===== config.mk =====
export PLATFORM = sky130hd
export DESIGN_NAME = div_arbiter_2ch
export DESIGN_NICKNAME = d
export VERILOG_FILES = /design/src/rtl/div_arbiter_2ch.sv
export SDC_FILE = /design/constraint.sdc
export NUM_CORES = 1
export LEC_CHECK = 0
export CAP_MARGIN = 15
export CORE_MARGIN = 2
export CORE_UTILIZATION = 30
export CTS_CLUSTER_SIZE = 14
export DETAILED_ROUTE_END_ITERATION = 12
export REMOVE_ABC_BUFFERS = 1
export SLEW_MARGIN = 20
export SYNTH_ARGS = -nofsm -noshare
export SYNTH_HDL_FRONTEND = slang
export SYNTH_SLANG_ARGS = --single-unit
export TNS_END_PERCENT = 100

===== constraint.sdc =====
create_clock -name CLK -period 2.45 [get_ports CLK]
set_clock_uncertainty 0.05 [all_clocks]
set_input_delay 0.245 -clock CLK [delete_from_list [all_inputs] [get_ports CLK]]
set_output_delay 0.245 -clock CLK [all_outputs]
set_load 0.05 [all_outputs]

===== src/rtl/div_arbiter_2ch.sv =====
// div_arbiter_2ch
// Round-robin arbiter that shares one signed Start/Done divider between two
// requesters. Only one division is in flight at a time. The block captures the
// granted operands and pulses Div_Start. It returns the divider results to the
// owning channel. It intercepts divide-by-zero locally and aborts an operation
// whose divider never answers.
//
// state  | meaning
// -------+-----------------------------------------------------------------
// IDLE   | no operation in flight; arbitrate and capture operands
// ISSUE  | one cycle: Ack the granted channel, start divider or flag den==0
// WAIT   | divider busy; wait for Div_Done or the timeout to expire
module div_arbiter_2ch #(
    parameter int tamanyo = 32,
    parameter int TIMEOUT = 128
) (
    input  logic               CLK,
    input  logic               RSTa,
    input  logic               Req0,
    input  logic               Req1,
    input  logic [tamanyo-1:0] Num0,
    input  logic [tamanyo-1:0] Den0,
    input  logic [tamanyo-1:0] Num1,
    input  logic [tamanyo-1:0] Den1,
    output logic               Ack0,
    output logic               Ack1,
    output logic               Vld0,
    output logic               Vld1,
    output logic               Err0,
    output logic               Err1,
    output logic [tamanyo-1:0] Coc0,
    output logic [tamanyo-1:0] Res0,
    output logic [tamanyo-1:0] Coc1,
    output logic [tamanyo-1:0] Res1,
    output logic               Div_Start,
    output logic [tamanyo-1:0] Div_Num,
    output logic [tamanyo-1:0] Div_Den,
    input  logic [tamanyo-1:0] Div_Coc,
    input  logic [tamanyo-1:0] Div_Res,
    input  logic               Div_Done
);

    // Counter holds cycles elapsed since Div_Start, so it must reach TIMEOUT-1.
    localparam int CW = $clog2(TIMEOUT) + 1;

    typedef enum logic [1:0] {
        S_IDLE  = 2'd0,
        S_ISSUE = 2'd1,
        S_WAIT  = 2'd2
    } state_t;

    state_t             state;
    state_t             state_nxt;
    logic               g;          // channel owning the current operation
    logic               last;       // channel served most recently
    logic               grant_id;
    logic [CW-1:0]      cnt;
    logic               den_zero;
    logic               tmo_hit;
    logic               fin;
    logic               fin_err;
    logic [tamanyo-1:0] fin_coc;
    logic [tamanyo-1:0] fin_res;

    assign den_zero = (Div_Den == '0);
    assign tmo_hit  = (state == S_WAIT) && (cnt == CW'(TIMEOUT - 1));

    // State register.
    always_ff @(posedge CLK) begin
        if (RSTa) begin
            state <= S_IDLE;
        end else begin
            state <= state_nxt;
        end
    end

    // Next-state, arbitration, handshake strobes and result selection.
    always_comb begin
        state_nxt = state;
        grant_id  = g;
        Ack0      = 1'b0;
        Ack1      = 1'b0;
        Div_Start = 1'b0;
        fin       = 1'b0;
        fin_err   = 1'b0;
        fin_coc   = '0;
        fin_res   = '0;
        case (state)
            S_IDLE: begin
                if (Req0 || Req1) begin
                    state_nxt = S_ISSUE;
                    // On a tie the channel not served last wins.
                    grant_id  = (Req0 && Req1) ? ~last : Req1;
                end
            end
            S_ISSUE: begin
                Ack0 = ~g;
                Ack1 = g;
                if (den_zero) begin
                    // The divider is never started for a zero divisor.
                    fin       = 1'b1;
                    fin_err   = 1'b1;
                    fin_coc   = '1;
                    fin_res   = Div_Num;
                    state_nxt = S_IDLE;
                end else begin
                    Div_Start = 1'b1;
                    state_nxt = S_WAIT;
                end
            end
            S_WAIT: begin
                // Div_Done takes priority over a timeout in the same cycle.
                if (Div_Done) begin
                    fin       = 1'b1;
                    fin_coc   = Div_Coc;
                    fin_res   = Div_Res;
                    state_nxt = S_IDLE;
                end else if (tmo_hit) begin
                    fin       = 1'b1;
                    fin_err   = 1'b1;
                    state_nxt = S_IDLE;
                end
            end
            default: begin
                state_nxt = S_IDLE;
            end
        endcase
    end

    // Grant capture, operand registers and round-robin pointer.
    always_ff @(posedge CLK) begin
        if (RSTa) begin
            g       <= 1'b0;
            last    <= 1'b1;
            Div_Num <= '0;
            Div_Den <= '0;
        end else begin
            if (state == S_IDLE && (Req0 || Req1)) begin
                g       <= grant_id;
                Div_Num <= grant_id ? Num1 : Num0;
                Div_Den <= grant_id ? Den1 : Den0;
            end
            if (state == S_ISSUE) begin
                last <= g;
            end
        end
    end

    // Timeout counter: 1 in the first WAIT cycle, counting cycles since Div_Start.
    always_ff @(posedge CLK) begin
        if (RSTa) begin
            cnt <= '0;
        end else if (state == S_ISSUE) begin
            cnt <= CW'(1);
        end else if (state == S_WAIT) begin
            cnt <= cnt + CW'(1);
        end
    end

    // Per-channel result registers; Vld pulses one cycle after completion.
    always_ff @(posedge CLK) begin
        if (RSTa) begin
            Vld0 <= 1'b0;
            Vld1 <= 1'b0;
            Err0 <= 1'b0;
            Err1 <= 1'b0;
            Coc0 <= '0;
            Res0 <= '0;
            Coc1 <= '0;
            Res1 <= '0;
        end else begin
            Vld0 <= 1'b0;
            Vld1 <= 1'b0;
            if (fin) begin
                if (g) begin
                    Vld1 <= 1'b1;
                    Err1 <= fin_err;
                    Coc1 <= fin_coc;
                    Res1 <= fin_res;
                end else begin
                    Vld0 <= 1'b1;
                    Err0 <= fin_err;
                    Coc0 <= fin_coc;
                    Res0 <= fin_res;
                end
            end
        end
    end

endmodule


==> flow_summary.yaml, run 1 <==
drt:
  vias: 9852
  post_drt_wl_per_cell_um: 19.1
  drtIter0Drc: 433
  drc_errors: 0
  drt-pass1-iter-count: 4
  postRouteWirelength_um: 36600
  via_per_inst: 5.13
  ant_nets: 0
cells_and_area:
  insertedDiodeCount: 0
  syn_to_final_growth_pct: 56.3
  drive_above_1_share_pct: 14.6
  finalNetCount: 1704
  fill_cells: 3069
placement:
  dp_hpwl_um: 25600
  port-buffer-count: 395
  gp_congestion: 0.778
clocking:
  clk_path_buf_depth: 3
  worstSkewPairLatency_ns: 0.52
  cts_buffers: 26
  cts-htree-levels: 1
  clock-sinks: 208
  clockRootBuffer: "clkbuf_16"
  cts_tree: "built"
  path_clk_slew_ns: 0.06
setup_path:
  ff2ff_setup_slack_ns: 0.12
  crit_fanout: 3
  cp-start-kind: "flip-flop"
  startpoint: "Div_Den[24]"
  cp_data_arrival_time_ns: 2.08
  reg2reg_from: "Div_Den[0]"
  cp.required_ns: 2.15
  crit_type: "reg2out"
  critPathCaptureType: "output pin"
yosys:
  syn-cell-area_um2: 9590
  ys_seq_area_share_pct: 43.4
  syn_area_per_cell_um2: 8.30
  yosys_warnings: 0
  synth_flop_cell: "dfxtp_1"
  ys_types: 40
  ys_ff_latch: 208
  synth-edff-count: 0
  synthCells: 1155
  ys_async_sr_fraction_pct: 0
sta:
  finalHoldViolCount: 0
  drv_slew: 0
  setup_viol: 0
  slew_headroom_pct: 49.7
  setup-tns-final_ns: 0
  tightest_slew_ns: 0.755
  fin_crit_ns: 2.38
  fmax_ghz: 0.421
  fin_crit_sh_pct: 97.0
  rsz0062_at_grt: "true"
  holdWs_ns: 0.242
floorplanning:
  core-area_um2: 31600
  dieArea_um2: 33400
  initial_utilization_pct: 30.4
  placementRows: 65
  die_w_um: 183
  num_io_pins: 396
  fp.dieH_um: 183
global_route:
  grt-ovfl-total: 0
  grt_pass1_wl_um: 55000
  antenna_found_initial: 0
  grt_pass1_vias: 9472
  grt_max_degree: 105
  track_usage_pct: 20.7
power:
  p_per_area_nw_per_um2: 671
  leakagePower_nw: 5.36
  vdd_drop_max_v: 0.000566
status:
  run_status: "completed"
worst_hold_path:
  min_path_type: "in2reg"
  hp-start: "Num0[5]"
run:
  cap_violations: 0
==> through the flow <==
stage / setup WS (ns) / util, % / instance area [um^2] / std cells / total power, W
floorplan: -2.95 / - / 9010 / 1034 / 0.00519
global placement: 0.178 / 44.5 / 14000 / 1872 / 0.00628
detailed placement: 0.138 / 44.5 / 14000 / 1872 / 0.00628
CTS: 0.00172 / 47.4 / 15000 / 1918 / 0.0102
global route: -0.0318 / 47.5 / 15000 / 1920 / 0.0105
finish: 0.0726 / 47.5 / 15000 / 1920 / 0.0101
==> placed cells by master, fill, tap and decap left out, types with 2 or more instances in the layout <==
cell | synthesis | final
bufinv_16 | 0 | 2
nor3_2 | 110 | 110
clkbuf_8 | 0 | 6
inv_1 | 6 | 5
nor4_4 | 0 | 2
xnor2_1 | 2 | 2
clkbuf_16 | 0 | 27
a311oi_1 | 66 | 66
clkinv_2 | 0 | 3
a21oi_1 | 132 | 132
o31ai_1 | 32 | 32
nand2_2 | 0 | 2
clkdlybuf4s50_1 | 0 | 391
nor4_2 | 0 | 5
ha_1 | 4 | 3
buf_12 | 0 | 20
o311ai_4 | 2 | 2
xor2_1 | 4 | 4
and2_1 | 5 | 2
nor2_1 | 78 | 78
and2_2 | 0 | 2
and4_1 | 3 | 3
buf_4 | 7 | 27
clkbuf_1 | 70 | 6
nand2_1 | 199 | 197
dfxtp_1 | 208 | 208
nor3_1 | 149 | 149
nand4_1 | 4 | 4
and3_1 | 4 | 3
and2_4 | 0 | 2
==> critical path, cell delays in order (launching register included) <==
cell and delay (ns):
dfxtp_1 0.33, nor4_2 0.28, buf_4 0.17, nand4_1 0.18, buf_12 0.21, o21ai_2 0.15, inv_1 0.06, buf_4 0.19
==> metal layers <==
| layer | track usage [%] | routed length [um] |
|---|---|---|
| met1 | 25.9 | 15800 |
| met4 | 6.43 | 1080 |
| met2 | 35.2 | 17000 |
| met5 | 0 | 0 |
| met3 | 5.10 | 2740 |
==> path summary, 6_finish.rpt <==
path | to | cells after the start
setup reg to reg | Res0[21] | 8
hold / removal | Div_Num[5] | 3
setup / recovery | Div_Start | 7
hold reg to reg | last | 1
==> timing repair <==
action,in CTS,in global routing
gates cloned,0,1
pin swaps,1,3
setup endpoints to repair,1,45
hold buffers,0,0
setup buffers,3,1
resized for setup,9,3
==> cells in the mapped netlist (2+ instances only) <==
| library cell | number | area, um^2 |
|---|---|---|
| inv_1 | 6 | 22.5 |
| and2_1 | 5 | 31.3 |
| buf_6 | 9 | 101 |
| buf_4 | 7 | 52.6 |
| clkbuf_1 | 70 | 263 |
| buf_1 | 6 | 22.5 |
| and4_1 | 3 | 26.3 |
| and3_1 | 4 | 25.0 |
| o31ai_1 | 32 | 240 |
| nor4_1 | 8 | 50.1 |
| nor2_1 | 78 | 293 |
| nand4_1 | 4 | 25.0 |
| nor3_2 | 110 | 1100 |
| o311ai_4 | 2 | 52.6 |
| ha_1 | 4 | 50.1 |
| dfxtp_1 | 208 | 4160 |
| nand2_1 | 199 | 747 |
| a311oi_1 | 66 | 578 |
| a21oi_1 | 132 | 661 |
| nor3_1 | 149 | 746 |
| xor2_1 | 4 | 35.0 |
| nor2b_1 | 2 | 12.5 |
| xnor2_1 | 2 | 17.5 |
| buf_2 | 29 | 145 |
==> registers in the layout, indices dropped and copies added (netlist names) <==
name / cells
Res1: 32
Coc1: 32
Err1: 1
g: 1
Vld1: 1
state: 2
Div_Den: 32
Coc0: 32
Vld0: 1
Div_Num: 32
Err0: 1
last: 1
cnt: 8
Res0: 32
==> layout make-up <==
class	count	area (um^2)	area share, %
repair buffers	440	4540	30.3
clock inverters	5	75.1	0.501
multi-input cells	821	4920	32.8
inverters	6	22.5	0.150
flip-flops and latches	208	4160	27.8
clock buffers	38	767	5.11
well taps	402	503	3.35
==> power by group <==
group	internal [W]	switching, W
clock	0.00235	0.00146
sequential	0.00359	0.000191
combinational	0.000956	0.00151
==> cell families after synthesis <==
group                      count (synthesis)  synth area share [%]
AOI/OAI and AO/OA                        239                  16.5
xor gates and xnor gates                   6                 0.548
adders and majority gates                  4                 0.522
buffers and inverters                    127                  6.33
DFF                                      208                  43.4
muxes                                      2                 0.222
and+or+nand+nor                          569                  32.5
(Power assumes the default switching activity.)
==> inputs of run 2 (changes only) <==
--- a/config.mk
+++ b/config.mk
@@ -11,6 +11,7 @@
 export CTS_CLUSTER_SIZE = 14
 export DETAILED_ROUTE_END_ITERATION = 12
 export REMOVE_ABC_BUFFERS = 1
+export SETUP_SLACK_MARGIN = 0.15
 export SLEW_MARGIN = 20
 export SYNTH_ARGS = -nofsm -noshare
 export SYNTH_HDL_FRONTEND = slang
==> run 2 against run 1 <==
Effect of this change: worst setup slack better by 0.029 ns; cell count is 0.57% higher; critical path depth is 1 higher; worst hold slack worse by 0.0027 ns; non-clock buffer count is 11 higher; critical path type is now reg2reg; critical endpoint is now Res0[26].
==> flow_summary.yaml, run 2 (synthesis results as in run 1) <==
status:
  run_status: "completed"
sta:
  finalHoldViolCount: 0
  drv_slew: 0
  fin_crit_ns: 2.35
  setup_ws_ns: 0.102
  rsz0062_at_grt: "true"
  fmax_ghz: 0.426
  fin_crit_sh_pct: 95.9
  slew_headroom_pct: 48.8
  setup_viol: 0
  tightest_slew_ns: 0.767
floorplanning:
  placementRows: 65
  fp.dieH_um: 183
  die_w_um: 183
  num_io_pins: 396
  core-area_um2: 31600
  dieArea_um2: 33400
  initial_utilization_pct: 30.4
clocking:
  cts_tree: "built"
  cts_buffers: 26
  path_clk_slew_ns: 0.06
  clk_path_buf_depth: 3
  cts-htree-levels: 1
  worstSkewPairLatency_ns: 0.52
  clock-sinks: 208
  clockRootBuffer: "clkbuf_16"
  ctsHoldBuffers: 0
power:
  p_per_area_nw_per_um2: 652
  vdd_drop_max_v: 0.000568
  leakagePower_nw: 5.53
placement:
  postPlaceCellArea_um2: 14000
  gp_congestion: 0.778
  dpl_worst_slack_ns: 0.138
  port-buffer-count: 395
  dp_hpwl_um: 25600
setup_path:
  critPathCaptureType: "flip-flop"
  crit_type: "reg2reg"
  reg2reg_from: "Div_Den[7]"
  cp_data_arrival_time_ns: 2.68
  r2r_cells: 8
  crit_fanout: 8
  cp-start-kind: "flip-flop"
  startpoint: "Div_Den[7]"
  cp.required_ns: 2.78
drt:
  drt-pass1-iter-count: 7
  via_per_inst: 5.16
  drc_errors: 0
  postRouteWirelength_um: 38100
  vias: 9962
  post_drt_wl_per_cell_um: 19.7
  ant_nets: 0
  drtIter0Drc: 427
cells_and_area:
  final_common_cell: "clkdlybuf4s50_1"
  drive_above_1_share_pct: 18.7
  fill_cells: 3002
  final_area_um2: 15500
  syn_to_final_growth_pct: 61.8
  multi_input_area_um2: 5200
  layout_common_cells: "391 x clkdlybuf4s50_1, 202 x dfxtp_1, 197 x nand2_1"
  finalNetCount: 1715
  insertedDiodeCount: 0
  seqCellArea_um2: 4170
global_route:
  grt-ovfl-total: 0
  grt_pass1_wl_um: 55600
  antenna_found_initial: 0
  grt_pass1_vias: 9505
  track_usage_pct: 21.0
  grt_max_degree: 105
run:
  cap_violations: 0
worst_hold_path:
  hold_depth: 3
  hp-start: "Den0[14]"
  min_path_type: "in2reg"
[run 2: cell count changes in the layout (fill, tap and decap cells not counted), sizes merged]
cell and change:
clkbuf +6, buf +5
[run 2: worst paths after layout]
path | to | slack [ns]
hold / removal | Div_Den[14] | 0.24
setup / recovery | Res0[26] | 0.10
hold reg to reg | last | 0.43
setup reg to reg | Res0[26] | 0.10
[run 2: layer usage]
metal / vias to the layer above / global-route usage (%) / part of all wire [%]
met4: 0 / 6.66 / 3.3
met1: 4661 / 26.1 / 42
met3: 70 / 5.26 / 7.8
met5: - / 0 / 0
li1: 4836 / - / -
met2: 395 / 36.0 / 47
[run 2: through the flow]
stage	utilization [%]	cells	power, W	hold WS, ns	setup TNS, ns
finish	49.2	1931	0.0101	0.240	0
global route	49.2	1931	0.0105	0.236	0
CTS	47.7	1923	0.0102	0.214	0
detailed placement	44.5	1872	0.00628	0.414	0
global placement	44.5	1872	0.00628	0.397	0
floorplan	-	1034	0.00519	0.264	-458.54
[run 2: power by group]
| part | internal, W | total, W | switching, W |
|---|---|---|---|
| clock | 0.00235 | 0.00381 | 0.00146 |
| sequential | 0.00359 | 0.00379 | 0.000194 |
| combinational | 0.000978 | 0.00252 | 0.00154 |
[run 2: cell type report]
| type | instances | area share (%) |
|---|---|---|
| Inverter | 6 | 0.145 |
| Clock buffer | 38 | 4.94 |
| Timing Repair Buffer | 451 | 30.8 |
| Clock inverter | 5 | 0.484 |
| Tap cell | 402 | 3.24 |
| Sequential cell | 208 | 26.9 |
| Multi-Input combinational cell | 821 | 33.5 |
[run 2: what timing repair did]
action | in CTS | in global routing
cloned | 2 | 7
hold endpoints to repair | 0 | 0
buffers inserted | 6 | 1
setup endpoints to repair | 34 | 105
pin swaps | 6 | 18
gates resized for setup | 20 | 65
[run 2: worst max-delay path: stages (launching register included)]
cell and delay (ns):
dfxtp_4 0.35, nor4_4 0.32, nand4_1 0.24, buf_4 0.21
buf_6 0.10, or3_4 0.47, clkbuf_16 0.22, a21oi_1 0.18
nor3_2 0.05
